--- src/rtl/udp_rx_mchan.sv ---
// Multi-channel UDP/IPv4 receiver on an 8-bit GMII receive path.
// Strips all headers, filters on MAC/IP/port window and streams the payload with a per-frame FCS verdict.
//
// state | meaning
// IDLE  | waiting for a fresh e_rxdv rising edge carrying 8'h55
// PRE   | counting preamble bytes, waiting for SFD
// HDR   | capturing and checking the 42 MAC/IP/UDP header bytes
// PAY   | forwarding payload bytes to the channel stream
// TAIL  | absorbing pad and FCS, verdict on e_rxdv fall
// DROP  | frame rejected, waiting for e_rxdv to fall
module udp_rx_mchan #(
    parameter logic [47:0] LOCAL_MAC   = 48'h000a3501fec0,
    parameter logic [31:0] LOCAL_IP    = 32'hc0a80002,
    parameter logic [15:0] BASE_PORT   = 16'd8000,
    parameter int          NUM_CH      = 4,
    parameter bit          ALLOW_BCAST = 1'b1,
    parameter int          CH_W        = 4
) (
    input  logic            clk,
    input  logic            rst_n,
    input  logic            e_rxdv,
    input  logic [7:0]      rxd,
    output logic            out_valid,
    output logic            out_sop,
    output logic            out_eop,
    output logic [7:0]      out_data,
    output logic [CH_W-1:0] out_ch,
    output logic [47:0]     src_mac,
    output logic [31:0]     src_ip,
    output logic [15:0]     src_port,
    output logic [15:0]     pay_len,
    output logic            frm_done,
    output logic [1:0]      frm_err,
    output logic [15:0]     cnt_good,
    output logic [15:0]     cnt_crc,
    output logic [15:0]     cnt_drop
);

    localparam logic [31:0] CRC_RESIDUE = 32'hdebb20e3;

    typedef enum logic [2:0] {S_IDLE, S_PRE, S_HDR, S_PAY, S_TAIL, S_DROP} state_t;

    state_t state, next_state;

    logic            rxdv_d;
    logic [2:0]      pre_cnt;
    logic [5:0]      off;
    logic [39:0]     sh;
    logic [47:0]     cur;
    logic [16:0]     port_off;
    logic            hdr_ok;
    logic [31:0]     crc, crc_nxt;
    logic [47:0]     t_mac;
    logic [31:0]     t_ip;
    logic [15:0]     t_port, t_len;
    logic [CH_W-1:0] t_ch;
    logic [15:0]     pay_cnt;
    logic            pay_last;

    logic            ov_n, osop_n, oeop_n, done_n;
    logic [1:0]      err_n;
    logic            inc_good, inc_crc, inc_drop;

    function automatic logic [31:0] crc_byte(input logic [31:0] c, input logic [7:0] d);
        logic [31:0] r;
        r = c ^ {24'h0, d};
        for (int i = 0; i < 8; i++)
            r = r[0] ? ((r >> 1) ^ 32'hedb88320) : (r >> 1);
        return r;
    endfunction

    // cur holds the header bytes ending with the one on rxd right now
    assign cur      = {sh, rxd};
    assign port_off = {1'b0, cur[15:0]} - {1'b0, BASE_PORT};
    assign crc_nxt  = crc_byte(crc, rxd);
    assign pay_last = (pay_cnt == pay_len - 16'd1);

    always_comb begin
        hdr_ok = 1'b1;
        case (off)
            6'd5:  hdr_ok = (cur == LOCAL_MAC) || (ALLOW_BCAST && (cur == 48'hffffffffffff));
            6'd13: hdr_ok = (cur[15:0] == 16'h0800);
            6'd14: hdr_ok = (rxd == 8'h45);
            6'd23: hdr_ok = (rxd == 8'h11);
            6'd33: hdr_ok = (cur[31:0] == LOCAL_IP);
            6'd37: hdr_ok = (port_off < 17'(NUM_CH));
            6'd39: hdr_ok = (cur[15:0] >= 16'd8);
            default: hdr_ok = 1'b1;
        endcase
    end

    always_ff @(posedge clk or negedge rst_n) begin
        if (!rst_n)
            state <= S_IDLE;
        else
            state <= next_state;
    end

    always_comb begin
        next_state = state;
        case (state)
            S_IDLE: if (e_rxdv && !rxdv_d && rxd == 8'h55) next_state = S_PRE;
            S_PRE: begin
                if (!e_rxdv)                               next_state = S_IDLE;
                else if (rxd == 8'h55 && pre_cnt == 3'd7)  next_state = S_DROP;
                else if (rxd == 8'hd5)                     next_state = S_HDR;
                else if (rxd != 8'h55)                     next_state = S_DROP;
            end
            S_HDR: begin
                if (!e_rxdv)           next_state = S_IDLE;
                else if (!hdr_ok)      next_state = S_DROP;
                else if (off == 6'd41) next_state = (t_len != 16'd8) ? S_PAY : S_TAIL;
            end
            S_PAY: begin
                if (!e_rxdv)       next_state = S_IDLE;
                else if (pay_last) next_state = S_TAIL;
            end
            S_TAIL: if (!e_rxdv) next_state = S_IDLE;
            S_DROP: if (!e_rxdv) next_state = S_IDLE;
            default: next_state = S_IDLE;
        endcase
    end

    always_comb begin
        ov_n     = 1'b0;
        osop_n   = 1'b0;
        oeop_n   = 1'b0;
        done_n   = 1'b0;
        err_n    = 2'd0;
        inc_good = 1'b0;
        inc_crc  = 1'b0;
        inc_drop = (next_state == S_DROP) && (state != S_DROP);
        case (state)
            S_HDR: if (!e_rxdv) inc_drop = 1'b1;
            S_PAY: begin
                if (e_rxdv) begin
                    ov_n   = 1'b1;
                    osop_n = (pay_cnt == 16'd0);
                    oeop_n = pay_last;
                end else begin
                    done_n = 1'b1;
                    err_n  = 2'd2;
                end
            end
            S_TAIL: begin
                if (!e_rxdv) begin
                    done_n   = 1'b1;
                    err_n    = (crc == CRC_RESIDUE) ? 2'd0 : 2'd1;
                    inc_good = (crc == CRC_RESIDUE);
                    inc_crc  = (crc != CRC_RESIDUE);
                end
            end
            default: ;
        endcase
    end

    // rxdv_d resets high so a frame already in flight at reset release is never entered
    always_ff @(posedge clk or negedge rst_n) begin
        if (!rst_n) begin
            rxdv_d  <= 1'b1;
            pre_cnt <= 3'd0;
            off     <= 6'd0;
            sh      <= 40'd0;
            crc     <= 32'd0;
            t_mac   <= 48'd0;
            t_ip    <= 32'd0;
            t_port  <= 16'd0;
            t_len   <= 16'd0;
            t_ch    <= '0;
            pay_cnt <= 16'd0;
        end else begin
            rxdv_d <= e_rxdv;
            case (state)
                S_IDLE: pre_cnt <= 3'd1;
                S_PRE: begin
                    if (e_rxdv && rxd == 8'h55 && pre_cnt != 3'd7)
                        pre_cnt <= pre_cnt + 3'd1;
                    off <= 6'd0;
                    crc <= 32'hffffffff;
                end
                S_HDR: begin
                    pay_cnt <= 16'd0;
                    if (e_rxdv) begin
                        sh  <= cur[39:0];
                        off <= off + 6'd1;
                        crc <= crc_nxt;
                        case (off)
                            6'd11: t_mac  <= cur;
                            6'd29: t_ip   <= cur[31:0];
                            6'd35: t_port <= cur[15:0];
                            6'd37: t_ch   <= port_off[CH_W-1:0];
                            6'd39: t_len  <= cur[15:0];
                            default: ;
                        endcase
                    end
                end
                S_PAY: begin
                    if (e_rxdv) begin
                        pay_cnt <= pay_cnt + 16'd1;
                        crc     <= crc_nxt;
                    end
                end
                S_TAIL: if (e_rxdv) crc <= crc_nxt;
                default: ;
            endcase
        end
    end

    always_ff @(posedge clk or negedge rst_n) begin
        if (!rst_n) begin
            out_valid <= 1'b0;
            out_sop   <= 1'b0;
            out_eop   <= 1'b0;
            out_data  <= 8'd0;
            out_ch    <= '0;
            src_mac   <= 48'd0;
            src_ip    <= 32'd0;
            src_port  <= 16'd0;
            pay_len   <= 16'd0;
            frm_done  <= 1'b0;
            frm_err   <= 2'd0;
            cnt_good  <= 16'd0;
            cnt_crc   <= 16'd0;
            cnt_drop  <= 16'd0;
        end else begin
            out_valid <= ov_n;
            out_sop   <= osop_n;
            out_eop   <= oeop_n;
            frm_done  <= done_n;
            frm_err   <= err_n;
            if (ov_n)
                out_data <= rxd;
            if (state == S_HDR && e_rxdv && off == 6'd41) begin
                src_mac  <= t_mac;
                src_ip   <= t_ip;
                src_port <= t_port;
                pay_len  <= t_len - 16'd8;
                out_ch   <= t_ch;
            end
            if (inc_good) cnt_good <= cnt_good + 16'd1;
            if (inc_crc)  cnt_crc  <= cnt_crc + 16'd1;
            if (inc_drop) cnt_drop <= cnt_drop + 16'd1;
        end
    end

endmodule

--- config.mk ---
export PLATFORM = sky130hd
export DESIGN_NAME = udp_rx_mchan
export DESIGN_NICKNAME = d
export VERILOG_FILES = /design/src/rtl/udp_rx_mchan.sv
export SDC_FILE = /design/constraint.sdc
export NUM_CORES = 1
export LEC_CHECK = 0
export BUFFER_PORTS_ARGS = -buffer_cell sky130_fd_sc_hd__buf_4
export CAP_MARGIN = 20
export CORE_MARGIN = 4
export CORE_UTILIZATION = 50
export CTS_BUF_LIST = sky130_fd_sc_hd__clkbuf_4 sky130_fd_sc_hd__clkbuf_8 sky130_fd_sc_hd__clkbuf_16
export DETAILED_ROUTE_END_ITERATION = 8
export HOLD_SLACK_MARGIN = 0.03
export PLACE_DENSITY = 0.77
export SLEW_MARGIN = 20
export SYNTH_ARGS = -nofsm -noshare
export SYNTH_HDL_FRONTEND = slang
export SYNTH_SLANG_ARGS = --single-unit
--- constraint.sdc ---
create_clock -name clk -period 3.45 [get_ports clk]
set_input_delay 0.345 -clock clk [delete_from_list [all_inputs] [get_ports clk]]
set_output_delay 0.345 -clock clk [all_outputs]
set_load 0.01 [all_outputs]
==> results.py, run 1 <==
metrics = {
    "sta": {
        "clock.fmax_ghz": 0.313,
        "timing.slew.headroom_pct": 44.8,
        "finalCritPeriodShare_pct": 92.7,
        "worst-slew-pin-transition_ns": 0.808,
        "setup_ws_ns": 0.252,
        "timing.final.setup_violations": 0,
        "unrepaired_setup_endpoints_after_global_routing": "false",
        "finalHoldViolCount": 0,
        "finalSetupTns_ns": 0,
        "finalClockSkew_ns": 0.0137,
        "final_period_minus_worst_setup_slack_ns": 3.20,
        "timing.final.max_slew_violations": 0,
    },
    "clock_network": {
        "cts-root-to-sink-buffers": 3,
        "cts.sinks": 395,
        "tritoncts.num_buffers": 41,
        "htreeDepth": 2,
        "cts_root_buffer": "sky130_fd_sc_hd__clkbuf_16",
        "clk_latency_ns": 0.54,
        "worst_setup_hold_path_clk_slew_ns": 0.06,
        "tritoncts_clock_tree": "done",
    },
    "routing": {
        "drc_errors": 0,
        "first_iter_violations": 773,
        "drt_first_pass_iters": 7,
        "antenna_violating_nets_post_route": 0,
        "wl_mm": 41.4,
        "average_detailed_routed_wire_length_per_instance_um": 19.1,
        "routed_via_density": 5.62,
        "detailroute.via_count": 12162,
    },
    "layout": {
        "net_count_final": 1707,
        "finish.instance_area_mm2": 0.0208,
        "syn_to_final_growth_pct": 19.6,
        "count_of_inserted_antenna_diode_cells": 0,
        "final_layout_size_suffix_gt1_share_pct": 30.4,
        "final_util_pct": 60.5,
    },
    "yosys": {
        "ys_warn_count": 0,
        "synth-seq-area-share_pct": 56.7,
        "async_reset_ff_share_pct": 100,
        "synth-main-ff-cell": "sky130_fd_sc_hd__dfrtp_1",
        "post_synth.cell_area_avg_um2": 11.6,
        "synth.ff_latch_count": 395,
        "yosys.cell_types.count": 57,
        "postSynthCellCount": 1499,
        "synth_enable_flop_cells": 0,
        "syn-cell-area_mm2": 0.0174,
        "syn-num-nets": 1525,
    },
    "global_routing": {
        "grt_first_pass_wirelength_mm": 66.7,
        "pin_count_of_the_biggest_net_entering_global_routing": 91,
        "grt_pass1_vias": 12154,
        "grt-ovfl-total": 0,
        "gr-usage-all-layers_pct": 21.4,
        "grt_antenna_before_repair": 1,
    },
    "floorplan": {
        "top_level_ports": 189,
        "floorplan.die.width_um": 195,
        "core-area_mm2": 0.0345,
        "start_util_pct": 50.6,
        "fp-row-count": 68,
        "die-area_mm2": 0.0379,
        "fp.dieH_um": 195,
    },
    "setup_path": {
        "critical_path_required_ns": 3.90,
        "critical_path.endpoint_type": "flip-flop",
        "crit_type": "flip-flop to flip-flop",
        "setup.worst_path.start_class": "flip-flop",
        "cp_data_arrival_time_ns": 3.65,
        "worst-path-max-fanout": 15,
    },
    "run_status": {
        "result_of_the_run": "complete, no violations",
    },
    "place": {
        "gp_congestion": 0.905,
        "port_buffers": 188,
        "detailed_place.area_mm2": 0.0194,
        "place_ws_ns": 0.137,
        "dpl.hpwl_mm": 28.1,
    },
    "hold_path": {
        "hold_class": "input port to flip-flop",
    },
    "power_and_ir_drop": {
        "power_density_mw_per_mm2": 519,
        "vdd.ir_drop.worst_uv": 452,
        "power.static_leakage_nw": 10.4,
    },
    "run": {
        "drv_cap": 0,
    },
}
[layer usage]
layer | track usage (%) | part of all wire [%]
met1 | 28.9 | 43
met2 | 35.8 | 49
met3 | 4.85 | 6.8
met4 | 4.97 | 1.9
met5 | 0 | 0.029
[cell usage after synthesis (5+ instances only)]
cell	count	area, um2
sky130_fd_sc_hd__nor4_1	24	150
sky130_fd_sc_hd__dfrtp_1	394	9860
sky130_fd_sc_hd__nand3b_1	6	45.0
sky130_fd_sc_hd__a31oi_1	17	106
sky130_fd_sc_hd__inv_1	22	82.6
sky130_fd_sc_hd__and3_1	18	113
sky130_fd_sc_hd__mux2_2	215	2420
sky130_fd_sc_hd__nand2b_1	5	31.3
sky130_fd_sc_hd__clkbuf_1	66	248
sky130_fd_sc_hd__or3_1	5	31.3
sky130_fd_sc_hd__nor4b_1	6	52.6
sky130_fd_sc_hd__nand2_1	201	754
sky130_fd_sc_hd__buf_1	8	30.0
sky130_fd_sc_hd__nor2b_1	8	50.1
sky130_fd_sc_hd__ha_1	15	188
sky130_fd_sc_hd__nand4_1	29	181
sky130_fd_sc_hd__nand4b_1	8	70.1
sky130_fd_sc_hd__nor2_1	73	274
sky130_fd_sc_hd__o21ai_0	34	170
sky130_fd_sc_hd__nand3_1	36	180
sky130_fd_sc_hd__a21oi_1	53	265
sky130_fd_sc_hd__xor2_1	66	578
sky130_fd_sc_hd__xnor2_1	97	850
sky130_fd_sc_hd__nor3_1	45	225
[report_power, final]
part / internal (mW) / leakage [nW] / switching, mW
Combinational: 0.647 / 4.34 / 0.754
Sequential: 4.77 / 5.40 / 0.159
Clock: 2.70 / 0.695 / 1.79
[final cells by class]
| class | instances | area [um2] |
|---|---|---|
| clock inverter | 13 | 171 |
| clock buffer | 58 | 1220 |
| tap | 455 | 569 |
| fill | 2703 | 13600 |
| sequential | 395 | 9890 |
| inverter | 22 | 82.6 |
| multi-input combinational | 1005 | 7190 |
| timing repair buffer | 216 | 1720 |
[through the flow]
step / power (mW) / cells / hold WS, ns
2_1_floorplan: 6.02 / 1499 / 0.0494
3_3_place_gp: 6.37 / 2091 / 0.418
3_5_place_dp: 6.41 / 2091 / 0.427
4_1_cts: 10.9 / 2164 / 0.110
5_1_grt: 11.3 / 2164 / 0.129
6_report: 10.8 / 2164 / 0.127
[layout by cell type, fill, tap and decap left out, types with 6 or more instances in the layout]
cell,Yosys,final
sky130_fd_sc_hd__a21oi_1,53,52
sky130_fd_sc_hd__a31oi_1,17,17
sky130_fd_sc_hd__and3_1,18,17
sky130_fd_sc_hd__buf_12,0,7
sky130_fd_sc_hd__buf_4,0,206
sky130_fd_sc_hd__clkbuf_16,0,42
sky130_fd_sc_hd__clkbuf_4,0,8
sky130_fd_sc_hd__clkbuf_8,0,8
sky130_fd_sc_hd__clkinv_2,0,6
sky130_fd_sc_hd__dfrtp_1,394,394
sky130_fd_sc_hd__ha_1,15,15
sky130_fd_sc_hd__inv_1,22,22
sky130_fd_sc_hd__mux2_2,215,215
sky130_fd_sc_hd__nand2_1,201,201
sky130_fd_sc_hd__nand3_1,36,36
sky130_fd_sc_hd__nand3b_1,6,6
sky130_fd_sc_hd__nand4_1,29,29
sky130_fd_sc_hd__nand4b_1,8,8
sky130_fd_sc_hd__nor2_1,73,72
sky130_fd_sc_hd__nor2b_1,8,8
sky130_fd_sc_hd__nor3_1,45,45
sky130_fd_sc_hd__nor4_1,24,24
sky130_fd_sc_hd__o21ai_0,34,34
sky130_fd_sc_hd__xnor2_1,97,97
sky130_fd_sc_hd__xor2_1,66,66
[flip-flops by register name, summed over array words and instances (netlist names), 32 cells and up]
signal / cells
src_ip: 32
sh: 40
crc: 32
t_ip: 32
t_mac: 48
src_mac: 48
[worst paths after layout]
| kind | to | startpoint | depth (start not counted) | slack (ns) |
|---|---|---|---|---|
| max | cnt_drop[6]$_DFFE_PN0P_ | pay_len[4]$_DFFE_PN0P_ | 8 | 0.25 |
| min | t_port[7]$_DFFE_PN0P_ | rxd[7] | 2 | 0.13 |
| max reg2reg | cnt_drop[6]$_DFFE_PN0P_ | pay_len[4]$_DFFE_PN0P_ | 8 | 0.25 |
| min reg2reg | cnt_drop[15]$_DFFE_PN0P_ | cnt_drop[15]$_DFFE_PN0P_ | 1 | 0.47 |
| max in group asynchronous | rxdv_d$_DFF_PN1_ | rst_n | 3 | 2.06 |
| min in group asynchronous | pay_cnt[15]$_DFFE_PN0P_ | rst_n | 2 | 0.41 |
[worst max-delay path, cell delays in order, from the launching register on]
cell and delay (ns):
sky130_fd_sc_hd__dfrtp_1 0.48, sky130_fd_sc_hd__nor4_4 0.46, sky130_fd_sc_hd__nor4b_2 0.33, sky130_fd_sc_hd__a31oi_1 0.13, sky130_fd_sc_hd__or4_4 0.56, sky130_fd_sc_hd__and4b_2 0.36, sky130_fd_sc_hd__o211ai_4 0.19, sky130_fd_sc_hd__a311oi_1 0.43
sky130_fd_sc_hd__xnor2_1 0.18
[kinds of logic after synthesis]
kind of cell	share of synthesized area, %
adders and majority gates	1.08
DFF	56.7
xor gates and xnor gates	8.19
buffers and inverters	2.26
and+or+nand+nor	13.7
AOI/OAI and AO/OA	4.12
muxes	13.9
[timing repair]
action                                  in CTS  in global routing
hold buffers                                 2                  0
endpoints found under the setup margin       0                 13
endpoints found under the hold margin       87                  0
gates resized for setup                      0                  3
buffers inserted                             0                  0
No activity file was read; power rests on OpenSTA's default activity.
==> run 2: changes to the inputs <==
--- a/config.mk
+++ b/config.mk
@@ -5,6 +5,7 @@
 export SDC_FILE = /design/constraint.sdc
 export NUM_CORES = 1
 export LEC_CHECK = 0
+export ABC_AREA = 1
 export BUFFER_PORTS_ARGS = -buffer_cell sky130_fd_sc_hd__buf_4
 export CAP_MARGIN = 20
 export CORE_MARGIN = 4
@@ -12,7 +13,7 @@
 export CTS_BUF_LIST = sky130_fd_sc_hd__clkbuf_4 sky130_fd_sc_hd__clkbuf_8 sky130_fd_sc_hd__clkbuf_16
 export DETAILED_ROUTE_END_ITERATION = 8
 export HOLD_SLACK_MARGIN = 0.03
-export PLACE_DENSITY = 0.77
+export PLACE_DENSITY = 0.76
 export SLEW_MARGIN = 20
 export SYNTH_ARGS = -nofsm -noshare
 export SYNTH_HDL_FRONTEND = slang
==> results.py, run 2 <==
metrics = {
    "layout": {
        "reg_top3": "src_mac x48, t_mac x48, sh x40",
        "layout_commonest_cell": "sky130_fd_sc_hd__nand2_1",
        "final_layout_size_suffix_gt1_share_pct": 16.1,
        "net_count_final": 2376,
        "count_of_inserted_antenna_diode_cells": 0,
        "layout_common_cells": "710 x sky130_fd_sc_hd__nand2_1, 394 x sky130_fd_sc_hd__dfrtp_1, 218 x sky130_fd_sc_hd__o21ai_0, 199 x sky130_fd_sc_hd__buf_4, 177 x sky130_fd_sc_hd__inv_1",
        "syn_to_final_growth_pct": 18.6,
    },
    "clock_network": {
        "worst_setup_hold_path_clk_slew_ns": 0.06,
        "htreeDepth": 2,
        "cts_root_buffer": "sky130_fd_sc_hd__clkbuf_16",
        "tritoncts.num_buffers": 43,
        "cts.sinks": 395,
        "cts-root-to-sink-buffers": 3,
        "clk_latency_ns": 0.57,
        "tritoncts_clock_tree": "done",
    },
    "sta": {
        "finalSetupTns_ns": 0,
        "unrepaired_setup_endpoints_after_global_routing": "false",
        "worst-slew-pin-transition_ns": 1.11,
        "clock.fmax_ghz": 0.354,
        "timing.final.max_slew_violations": 0,
        "finalCritPeriodShare_pct": 81.8,
        "timing.slew.headroom_pct": 26.0,
        "timing.hold.ws_ns": 0.0712,
        "finalClockSkew_ns": 0.0226,
        "final_period_minus_worst_setup_slack_ns": 2.82,
        "finalHoldViolCount": 0,
        "timing.final.setup_violations": 0,
    },
    "setup_path": {
        "worstReg2RegStart": "pay_len[0]$_DFFE_PN0P_",
        "cp_data_arrival_time_ns": 3.26,
        "cpMaxStageDelayCell": "sky130_fd_sc_hd__dfrtp_1",
        "crit_path_max_incr_delay_ns": 0.45,
        "setup.worst_path.start_class": "flip-flop",
        "worst-path-max-fanout": 17,
        "critical_path.endpoint_type": "flip-flop",
        "setup.reg_to_reg.worst_slack_ns": 0.63,
        "timing.critical_path.cells": "inv_2, ha_1, nand3_1, nor2_4, nand2_1, xor2_1, nand2_1, nor2_2, nand2_1, nand2_1, nand2_1, nor2_2, nor2_2, nand2_4, nand2_4, nand2_1, nand2_1",
        "crit_type": "flip-flop to flip-flop",
        "critical_path_required_ns": 3.89,
        "worst_path_most_repeated_cell": "sky130_fd_sc_hd__nand2_1",
        "crit_start": "pay_len[0]$_DFFE_PN0P_",
    },
    "yosys": {
        "synth_area_leader_cell": "sky130_fd_sc_hd__dfrtp_1",
        "synth-seq-area-share_pct": 53.7,
        "yosys.cell_types.count": 42,
        "synth_enable_flop_cells": 0,
        "yosys-mux-area-fraction_pct": 0,
        "async_reset_ff_share_pct": 100,
        "postSynthCellCount": 2168,
        "netlist.area_leader.share_pct": 53.6,
        "combinational_family_with_the_most_area_after_synthesis": "simple AND/OR/NAND/NOR gates",
        "synth-simple-area-share_pct": 24.6,
        "post_synth.cell_area_avg_um2": 8.48,
        "ys_warn_count": 0,
        "fraction_of_the_mapped_netlist_area_in_compound_gates_pct": 8.18,
        "synth.most_common_cell": "sky130_fd_sc_hd__nand2_1",
        "syn-num-nets": 2194,
        "synth.ff_latch_count": 395,
        "syn-cell-area_mm2": 0.0184,
        "yosys.area_share.adder_pct": 1.02,
        "synth_commonest_cells": "711 x sky130_fd_sc_hd__nand2_1, 394 x sky130_fd_sc_hd__dfrtp_1, 218 x sky130_fd_sc_hd__o21ai_0",
        "synth.area.top_cells": "sky130_fd_sc_hd__dfrtp_1 54%, sky130_fd_sc_hd__nand2_1 15%, sky130_fd_sc_hd__o21ai_0 5.9%",
        "synth_xor_xnor_area_share_pct": 6.69,
        "synth-main-ff-cell": "sky130_fd_sc_hd__dfrtp_1",
    },
    "routing": {
        "first_iter_violations": 1146,
        "wl_mm": 46.6,
        "average_detailed_routed_wire_length_per_instance_um": 16.4,
        "routed_via_density": 5.28,
        "antenna_violating_nets_post_route": 0,
        "drc_errors": 0,
        "drt_first_pass_iters": 5,
        "detailroute.via_count": 15032,
    },
    "power_and_ir_drop": {
        "vdd.ir_drop.worst_uv": 365,
        "power_density_mw_per_mm2": 520,
        "power.static_leakage_nw": 11.3,
    },
    "global_routing": {
        "gr-usage-all-layers_pct": 23.4,
        "grt-ovfl-total": 0,
        "pin_count_of_the_biggest_net_entering_global_routing": 109,
        "grt_antenna_before_repair": 0,
        "grt_pass1_vias": 14821,
        "grt_first_pass_wirelength_mm": 76.6,
    },
    "floorplan": {
        "fp-row-count": 69,
        "start_util_pct": 51.2,
        "core-area_mm2": 0.0359,
        "top_level_ports": 189,
        "fp.dieH_um": 200,
        "die-area_mm2": 0.0399,
        "floorplan.die.width_um": 200,
    },
    "hold_path": {
        "hold_class": "input port to flip-flop",
        "worstHoldStart": "rxd[5]",
    },
    "place": {
        "port_buffers": 188,
        "gp_congestion": 0.902,
        "dpl.hpwl_mm": 32.3,
    },
    "run": {
        "drv_cap": 0,
    },
    "run_status": {
        "result_of_the_run": "complete, no violations",
    },
}
-- run 2: cell count changes after synthesis, moves of 28 or more --
cell and delta:
sky130_fd_sc_hd__nand2_2 +28, sky130_fd_sc_hd__nand2_1 +510, sky130_fd_sc_hd__inv_1 +155, sky130_fd_sc_hd__xnor2_1 -61, sky130_fd_sc_hd__mux2_2 -215, sky130_fd_sc_hd__nand3_1 +51
sky130_fd_sc_hd__o21ai_0 +184, sky130_fd_sc_hd__nor2_1 +66
-- run 2: worst paths after layout --
| path | endpoint | cells past startpoint |
|---|---|---|
| setup / recovery | cnt_drop[1]$_DFFE_PN0P_ | 17 |
| hold / removal | sh[5]$_DFFE_PN0P_ | 3 |
| setup reg to reg | cnt_drop[1]$_DFFE_PN0P_ | 17 |
| hold reg to reg | src_mac[16]$_DFFE_PN0P_ | 2 |
| max in group asynchronous | pay_cnt[10]$_DFFE_PN0P_ | 3 |
| min in group asynchronous | src_ip[11]$_DFFE_PN0P_ | 2 |
-- run 2: kinds of logic (layout without fill, tap and decap cells) --
kind of cell	count (synthesis)	after routing
buffers and inverters	274	491
AO/OA/AOI/OAI	287	287
XOR/XNOR	127	127
adder cells (fa/ha/maj)	15	15
flip-flops	395	395
AND/OR/NAND/NOR	1070	1070
-- run 2: cell type report --
class | count | area, um2
clock buffers | 58 | 1230
clock inverters | 22 | 279
fillers | 3092 | 14100
inverters | 204 | 767
multi-input cells | 1499 | 7460
flip-flops and latches | 395 | 9890
well taps | 461 | 577
repair buffers | 207 | 1620
-- run 2: power breakdown --
part           internal (mW)  switching, mW
registers               4.81          0.171
clock network           2.90           1.92
logic                  0.611          0.934
-- run 2: routing by layer --
metal  part of all wire [%]  wire, um  vias up  global-route usage, %
met5                      0         0        -                      0
met4                    1.9       884        0                   5.56
met3                    6.1      2850       66                   4.04
met2                     47     21800      423                   37.5
met1                     45     21000     7293                   33.8
li1                       -         -     7250                      -
-- run 2: worst max-delay path: cells and delay by family, from the launching register on --
kind          cells  cell delay, ns
xor+xnor          1            0.14
fa+ha+maj         1            0.27
buf+inv           1            0.10
flops             1            0.45
simple gates     14            1.74
-- run 2: through the flow --
| stage | setup slack (ns) | total power [mW] | cells | utilization [%] | area, um2 |
|---|---|---|---|---|---|
| after CTS | 0.642 | 11.4 | 2846 | 60.7 | 21800 |
| final | 0.629 | 11.4 | 2846 | 60.7 | 21800 |
| after floorplan | 1.15 | 6.15 | 2168 | - | 18400 |
| after global placement | 0.731 | 6.56 | 2763 | 56.5 | 20300 |
| after global routing | 0.390 | 11.8 | 2846 | 60.7 | 21800 |
| after detailed placement | 0.670 | 6.59 | 2763 | 56.5 | 20300 |
-- run 2: timing repair --
action / CTS / global route
gates resized for setup: 0 / 0
setup buffers: 0 / 0
hold endpoints to repair: 58 / 0
hold buffers: 3 / 0
